[src/rtl/block_mac_2x2.sv]
// Signed 2x2 block multiply-accumulate, C <= C + A*B, one shared multiplier over eight steps.
// Define BLOCK_MAC_SAT_EN for saturating product/accumulate; default build wraps modulo 2^data_w.
module block_mac_2x2 #(
  parameter int data_w = 32
) (
  input  logic              clk,
  input  logic              rst,
  input  logic              start_mac,
  input  logic              acc_clr,
  input  logic [data_w-1:0] a_11,
  input  logic [data_w-1:0] a_12,
  input  logic [data_w-1:0] a_21,
  input  logic [data_w-1:0] a_22,
  input  logic [data_w-1:0] b_11,
  input  logic [data_w-1:0] b_12,
  input  logic [data_w-1:0] b_21,
  input  logic [data_w-1:0] b_22,
  output logic [data_w-1:0] c_11,
  output logic [data_w-1:0] c_12,
  output logic [data_w-1:0] c_21,
  output logic [data_w-1:0] c_22,
  output logic              done_mac,
  output logic              busy
);

  typedef enum logic [1:0] {
    S_IDLE  = 2'd0,
    S_MUL   = 2'd1,
    S_DRAIN = 2'd2,
    S_DONE  = 2'd3
  } state_t;

  localparam logic [data_w-1:0] zero_c = {data_w{1'b0}};
`ifdef BLOCK_MAC_SAT_EN
  localparam logic [data_w-1:0] sat_max_c = {1'b0, {(data_w-1){1'b1}}};
  localparam logic [data_w-1:0] sat_min_c = {1'b1, {(data_w-1){1'b0}}};
  localparam logic signed [2*data_w-1:0] prod_max_c = {{(data_w+1){1'b0}}, {(data_w-1){1'b1}}};
  localparam logic signed [2*data_w-1:0] prod_min_c = {{(data_w+1){1'b1}}, {(data_w-1){1'b0}}};
`endif

  function automatic logic [data_w-1:0] mul_fn(input logic [data_w-1:0] x, input logic [data_w-1:0] y);
`ifdef BLOCK_MAC_SAT_EN
    logic signed [2*data_w-1:0] p;
    p = $signed({{data_w{x[data_w-1]}}, x}) * $signed({{data_w{y[data_w-1]}}, y});
    if (p > prod_max_c) begin
      mul_fn = sat_max_c;
    end else if (p < prod_min_c) begin
      mul_fn = sat_min_c;
    end else begin
      mul_fn = p[data_w-1:0];
    end
`else
    mul_fn = x * y;
`endif
  endfunction

  function automatic logic [data_w-1:0] add_fn(input logic [data_w-1:0] x, input logic [data_w-1:0] y);
`ifdef BLOCK_MAC_SAT_EN
    logic [data_w:0] s;
    // One guard bit: guard and sign disagree exactly on signed overflow.
    s = {x[data_w-1], x} + {y[data_w-1], y};
    if (s[data_w] != s[data_w-1]) begin
      add_fn = s[data_w] ? sat_min_c : sat_max_c;
    end else begin
      add_fn = s[data_w-1:0];
    end
`else
    add_fn = x + y;
`endif
  endfunction

  state_t            state_q, state_d;
  logic [2:0]        step_q, step_d;
  logic [data_w-1:0] prod_q, prod_d;
  logic [data_w-1:0] a_q [4];
  logic [data_w-1:0] a_d [4];
  logic [data_w-1:0] b_q [4];
  logic [data_w-1:0] b_d [4];
  logic [data_w-1:0] acc_q [4];
  logic [data_w-1:0] acc_d [4];
  logic [data_w-1:0] c_q [4];
  logic [data_w-1:0] c_d [4];
  logic              done_q, done_d;
  logic              busy_q, busy_d;
  logic              start_prev_q, start_prev_d;
  logic              start_s;
  logic [1:0]        e_s;
  logic [1:0]        ep_s;
  logic              k_s;

  // Element index e = {i,j}; operand index is {i,k} for A and {k,j} for B.
  assign start_s = start_mac & ~start_prev_q;
  assign e_s     = step_q[2:1];
  assign k_s     = step_q[0];
  assign ep_s    = k_s ? e_s : (e_s - 2'd1);

  // Next-state and datapath sequencing
  always_comb begin
    state_d      = state_q;
    step_d       = step_q;
    prod_d       = prod_q;
    a_d          = a_q;
    b_d          = b_q;
    acc_d        = acc_q;
    c_d          = c_q;
    done_d       = 1'b0;
    busy_d       = 1'b0;
    start_prev_d = start_mac;
    case (state_q)
      S_IDLE: begin
        if (start_s) begin
          a_d[0] = a_11;
          a_d[1] = a_12;
          a_d[2] = a_21;
          a_d[3] = a_22;
          b_d[0] = b_11;
          b_d[1] = b_12;
          b_d[2] = b_21;
          b_d[3] = b_22;
          for (int i = 0; i < 4; i++) begin
            acc_d[i] = acc_clr ? zero_c : c_q[i];
          end
          step_d  = 3'd0;
          busy_d  = 1'b1;
          state_d = S_MUL;
        end else begin
          busy_d = 1'b0;
        end
      end
      S_MUL: begin
        busy_d = 1'b1;
        prod_d = mul_fn(a_q[{e_s[1], k_s}], b_q[{k_s, e_s[0]}]);
        if (step_q != 3'd0) begin
          acc_d[ep_s] = add_fn(acc_q[ep_s], prod_q);
        end else begin
          acc_d = acc_q;
        end
        if (step_q == 3'd7) begin
          state_d = S_DRAIN;
        end else begin
          step_d = step_q + 3'd1;
        end
      end
      S_DRAIN: begin
        busy_d   = 1'b1;
        acc_d[3] = add_fn(acc_q[3], prod_q);
        state_d  = S_DONE;
      end
      S_DONE: begin
        busy_d  = 1'b1;
        c_d     = acc_q;
        done_d  = 1'b1;
        state_d = S_IDLE;
      end
      default: begin
        state_d = S_IDLE;
      end
    endcase
  end

  // State and datapath registers; reset discards any partial result
  always_ff @(posedge clk) begin
    if (rst) begin
      state_q      <= S_IDLE;
      step_q       <= 3'd0;
      prod_q       <= zero_c;
      done_q       <= 1'b0;
      busy_q       <= 1'b0;
      start_prev_q <= 1'b0;
      for (int i = 0; i < 4; i++) begin
        a_q[i]   <= zero_c;
        b_q[i]   <= zero_c;
        acc_q[i] <= zero_c;
        c_q[i]   <= zero_c;
      end
    end else begin
      state_q      <= state_d;
      step_q       <= step_d;
      prod_q       <= prod_d;
      done_q       <= done_d;
      busy_q       <= busy_d;
      start_prev_q <= start_prev_d;
      for (int i = 0; i < 4; i++) begin
        a_q[i]   <= a_d[i];
        b_q[i]   <= b_d[i];
        acc_q[i] <= acc_d[i];
        c_q[i]   <= c_d[i];
      end
    end
  end

  assign c_11     = c_q[0];
  assign c_12     = c_q[1];
  assign c_21     = c_q[2];
  assign c_22     = c_q[3];
  assign done_mac = done_q;
  assign busy     = busy_q;

endmodule
[config.mk]
export PLATFORM = sky130hd
export DESIGN_NAME = block_mac_2x2
export DESIGN_NICKNAME = d
export VERILOG_FILES = /design/src/rtl/block_mac_2x2.sv
export SDC_FILE = /design/constraint.sdc
export NUM_CORES = 2
export LEC_CHECK = 0
export ABC_AREA = 1
export CORE_MARGIN = 1
export CORE_UTILIZATION = 55
export DETAILED_ROUTE_END_ITERATION = 10
export GPL_TIMING_DRIVEN = 0
export PLACE_DENSITY = 0.83
export SYNTH_ARGS = -nofsm -noshare
export SYNTH_HDL_FRONTEND = slang
export SYNTH_SLANG_ARGS = --single-unit
[constraint.sdc]
create_clock -name clk -period 9.6 [get_ports clk]
set_input_delay 0.96 -clock clk [delete_from_list [all_inputs] [get_ports clk]]
set_output_delay 0.96 -clock clk [all_outputs]
set_load 0.005 [all_outputs]
==> tab_implementation.tex <==
\begin{tabular}{lr}
\hline
Metric & Value \\
\hline
\multicolumn{2}{l}{\textbf{Setup path}} \\
\quad Internal reg-to-reg setup slack & 0.31 ns \\
\quad Cells on worst reg2reg path & 34 \\
\quad Critical path startpoint & step\_q[2] \\
\quad Kind of start point of the critical path & flop \\
\quad Crit Path Category & reg -> reg \\
\quad Data required time of the critical path & 10.13 ns \\
\quad Capturing point of the worst reg2reg path & prod\_q[30] \\
\quad Crit-path max FO & 10 \\
\quad Cell with the biggest individual delay on the critical path & sky130\_fd\_sc\_hd\_\_fa\_1 \\
\quad Kind of end point of the critical path & flop \\
\quad Cell seen most often among critical-path stages & sky130\_fd\_sc\_hd\_\_fa\_1 \\
\quad Delay of the slowest critical-path stage & 0.71 ns \\
\quad Data arrival time at the worst-slack endpoint & 9.83 ns \\
\quad Reg-to-reg critical path startpoint & step\_q[2] \\
\multicolumn{2}{l}{\textbf{Global route}} \\
\quad Number of global-route vias before repair & 42700 \\
\quad Maximum number of pins on one net before global-route repair & 19 \\
\quad Initial antenna violation count & 4 \\
\quad Overall global routing resource usage & 44.6\% \\
\quad Overall overflow remaining after global route & 0 \\
\quad Global-route wire length before repair & 262000 um \\
\multicolumn{2}{l}{\textbf{STA}} \\
\quad Period Utilization, post-route & 96.8\% \\
\quad Hold Fails Final Rpt & 0 \\
\quad Measured slew at the worst slew-check pin & 1.19 ns \\
\quad Summed negative setup slack over all endpoints & 0 ns \\
\quad Worst slew margin relative to its limit & 20.5\% \\
\quad Post-layout minimum cycle time & 9.29 ns \\
\quad Pins Over Slew Limit & 0 \\
\quad Final setup violation count & 0 \\
\quad Final setup skew & 0.0832 ns \\
\quad RSZ-0062 raised after global routing & no \\
\quad FMAX & 0.108 GHz \\
\multicolumn{2}{l}{\textbf{Die}} \\
\quad Floorplan die height & 282 um \\
\quad Starting density of the core & 55.6\% \\
\quad Number of cell rows & 102 \\
\quad Die area & 79500 sq um \\
\quad X dimension of the die & 282 um \\
\quad Count of pins on the block boundary & 390 \\
\quad Core Area & 77500 sq um \\
\multicolumn{2}{l}{\textbf{Synth}} \\
\quad Gate count of the mapped netlist & 5914 \\
\quad Post-Synthesis Mean Instance Area & 7.28 sq um \\
\quad Top post-synthesis cells by count & sky130\_fd\_sc\_hd\_\_inv\_1, sky130\_fd\_sc\_hd\_\_nand2\_1, sky130\_fd\_sc\_hd\_\_a21oi\_1 \\
\quad Share of synthesized registers carrying an async set or reset & 0\% \\
\quad Compound-Gate Fraction of Synth Area & 19.4\% \\
\quad Number of library cell types mapped by synthesis & 55 \\
\quad Largest family of logic cells by synthesized area & adder cells \\
\quad Sequential element share of the synthesized area & 25.7\% \\
\quad Synth Register Bits & 552 \\
\quad Xor/xnor share of the synthesized area & 1.22\% \\
\quad Area fraction in and, or, nand and nor cells after synthesis & 17.0\% \\
\quad Cell Area, Synth & 43100 sq um \\
\quad Flip-flop cell with the highest count after synthesis & sky130\_fd\_sc\_hd\_\_dfxtp\_1 \\
\quad Cell type contributing the most total cell area after synthesis & sky130\_fd\_sc\_hd\_\_dfxtp\_1 \\
\quad Area share of the largest cell type after synthesis & 25.7\% \\
\quad Mux contribution to synthesized area & 0\% \\
\quad EDFF count, synth & 0 \\
\quad Dominant cells by area after synthesis & sky130\_fd\_sc\_hd\_\_dfxtp\_1, sky130\_fd\_sc\_hd\_\_fa\_1, sky130\_fd\_sc\_hd\_\_inv\_1, sky130\_fd\_sc\_hd\_\_nand2\_1, sky130\_fd\_sc\_hd\_\_a21oi\_1 \\
\quad Most frequently used cell type in the post-synthesis netlist & sky130\_fd\_sc\_hd\_\_inv\_1 \\
\quad Warnings from Yosys & 0 \\
\quad Adder-cell area share of the yosys netlist & 24.7\% \\
\quad Total nets after synthesis & 6777 \\
\multicolumn{2}{l}{\textbf{Cells and area}} \\
\quad Seq. cell area & 11100 sq um \\
\quad Number of nets at the end of the flow & 7226 \\
\quad Area occupied by multi-input gates & 26800 sq um \\
\quad Layout area overhead & 17.0\% \\
\quad Share of final-layout standard cells stronger than drive strength 1 & 3.57\% \\
\quad Fillers & 6790 \\
\quad Number of standard cells in the layout, taps in and fillers out & 7455 \\
\multicolumn{2}{l}{\textbf{Clocking}} \\
\quad Number of buffers created by CTS & 59 \\
\quad Clock-pin slew on the worst setup and hold paths & 0.07 ns \\
\quad Clock buffer depth & 3 \\
\quad Clk root buf & sky130\_fd\_sc\_hd\_\_clkbuf\_16 \\
\quad H-tree lvl count & 2 \\
\quad Clock tree from TritonCTS & done \\
\quad Post-CTS Setup Repair Bufs & 0 \\
\quad Resized Gates After CTS & 0 \\
\quad Worst skew pair latency & 0.68 ns \\
\quad Number of clock sinks & 552 \\
\quad Number of buffers inserted by hold repair at cts & 0 \\
\multicolumn{2}{l}{\textbf{Place}} \\
\quad Dpl hpwl & 143000 um \\
\quad Final weighted congestion in routability-driven placement & 1.09 \\
\quad Post-Place Cells & 7342 \\
\quad Port Buffers & 388 \\
\multicolumn{2}{l}{\textbf{Worst hold path}} \\
\quad Capture endpoint of the worst hold path & a\_q[116] \\
\quad Hold Path Class & reg -> reg \\
\quad Worst hold path depth & 2 \\
\quad Worst hold path startpoint & a\_q[116] \\
\multicolumn{2}{l}{\textbf{Routing}} \\
\quad Routed WL & 179000 um \\
\quad DRC Markers & 0 \\
\quad Detailed-route vias per instance & 6.05 \\
\quad Number of antenna-violating nets in the routed design & 0 \\
\quad Post-DR wirelength/cell & 24.0 um \\
\quad Detailed-routing iteration count for the pre-antenna-repair pass & 9 \\
\quad Initial DRC Count & 6297 \\
\quad Routed vias & 45100 \\
\multicolumn{2}{l}{\textbf{Run}} \\
\quad Max cap viols & 0 \\
\multicolumn{2}{l}{\textbf{Outcome}} \\
\quad Run status & complete, no violations \\
\hline
\end{tabular}
## critical path: cells and delay by family (launching register included)
family	cells	cell delay (ns)
buf+inv	8	2.00
compound gates	6	0.94
fa+ha+maj	9	4.54
flops	1	0.34
simple gates	11	1.36
## routing by layer
metal / global-route usage [%] / vias to the layer above / share of wire, %
li1: - / 19700 / -
met1: 58.3 / 21200 / 37
met2: 64.8 / 3487 / 41
met3: 15.1 / 675 / 15
met4: 24.2 / 0 / 6.6
met5: 0 / - / 0
## through the flow
step	worst slack (ns)	utilization, %	hold WS [ns]	area, sq um
after floorplan	2.22	-	0.420	43100
after global placement	0.775	62.3	0.431	48300
after detailed placement	0.688	62.3	0.436	48300
after CTS	0.700	65.0	0.446	50400
after global routing	0.0419	65.1	0.458	50400
final	0.309	65.1	0.449	50400
## cells by family (layout without fill, tap and decap cells)
logic type	Yosys count	after routing
adder cells (fa/ha/maj)	603	603
XOR/XNOR	60	60
flip-flops	552	552
buffers and inverters	1319	1817
AO/OA/AOI/OAI	1540	1540
other	0	3
AND/OR/NAND/NOR	1840	1840
## cell type report
class	instances	area share [%]
Buffer	340	3.05
Antenna cell	3	0.0149
Multi-Input combinational cell	4043	53.2
Inverter	979	7.31
Sequential cell	552	21.9
Timing Repair Buffer	388	7.71
Clock buffer	80	3.36
Tap cell	1040	2.58
Clock inverter	30	0.834
## worst max-delay path by stage
| stage | end | slack [ns] | cells after the start |
|---|---|---|---|
| finish | prod_q[30] | 0.31 | 34 |
| CTS | prod_q[30] | 0.70 | 38 |
| global placement | prod_q[30] | 0.77 | 34 |
| global route | prod_q[30] | 0.04 | 36 |
| detailed placement | prod_q[30] | 0.69 | 38 |
| floorplan | prod_q[30] | 2.22 | 38 |
## sequential cells by signal (all words and copies together), names as in the netlist, 3 cells and up
signal and flops:
a_q 128, c_11 32, prod_q 32, c_12 32
acc_q 128, c_22 32, step_q 3, b_q 128
c_21 32
## cell usage in the layout, fill, tap and decap left out, types with 12 or more instances in the layout
master	Yosys	layout
sky130_fd_sc_hd__inv_2	13	13
sky130_fd_sc_hd__clkbuf_1	267	274
sky130_fd_sc_hd__ha_1	193	193
sky130_fd_sc_hd__a31oi_1	95	95
sky130_fd_sc_hd__inv_1	954	954
sky130_fd_sc_hd__buf_2	24	24
sky130_fd_sc_hd__buf_4	12	12
sky130_fd_sc_hd__nand3_1	168	168
sky130_fd_sc_hd__xnor2_1	20	20
sky130_fd_sc_hd__xor2_1	40	40
sky130_fd_sc_hd__nor2_1	645	645
sky130_fd_sc_hd__clkbuf_16	0	59
sky130_fd_sc_hd__clkinv_2	0	13
sky130_fd_sc_hd__a21o_1	15	15
sky130_fd_sc_hd__buf_1	13	13
sky130_fd_sc_hd__o211ai_1	35	35
sky130_fd_sc_hd__nand2_1	945	945
sky130_fd_sc_hd__nand2_2	23	23
sky130_fd_sc_hd__nor3_1	18	18
sky130_fd_sc_hd__o21ai_0	609	609
sky130_fd_sc_hd__fa_1	410	410
sky130_fd_sc_hd__o221ai_1	32	32
sky130_fd_sc_hd__o21ai_1	31	31
sky130_fd_sc_hd__nand4_1	12	12
sky130_fd_sc_hd__a21oi_1	658	658
sky130_fd_sc_hd__buf_6	22	22
sky130_fd_sc_hd__clkbuf_8	0	14
sky130_fd_sc_hd__clkdlybuf4s50_1	0	388
sky130_fd_sc_hd__dfxtp_1	552	552
Power is not shown: default switching activity piles up to over one toggle a cycle in this logic, so the estimate is an artifact.
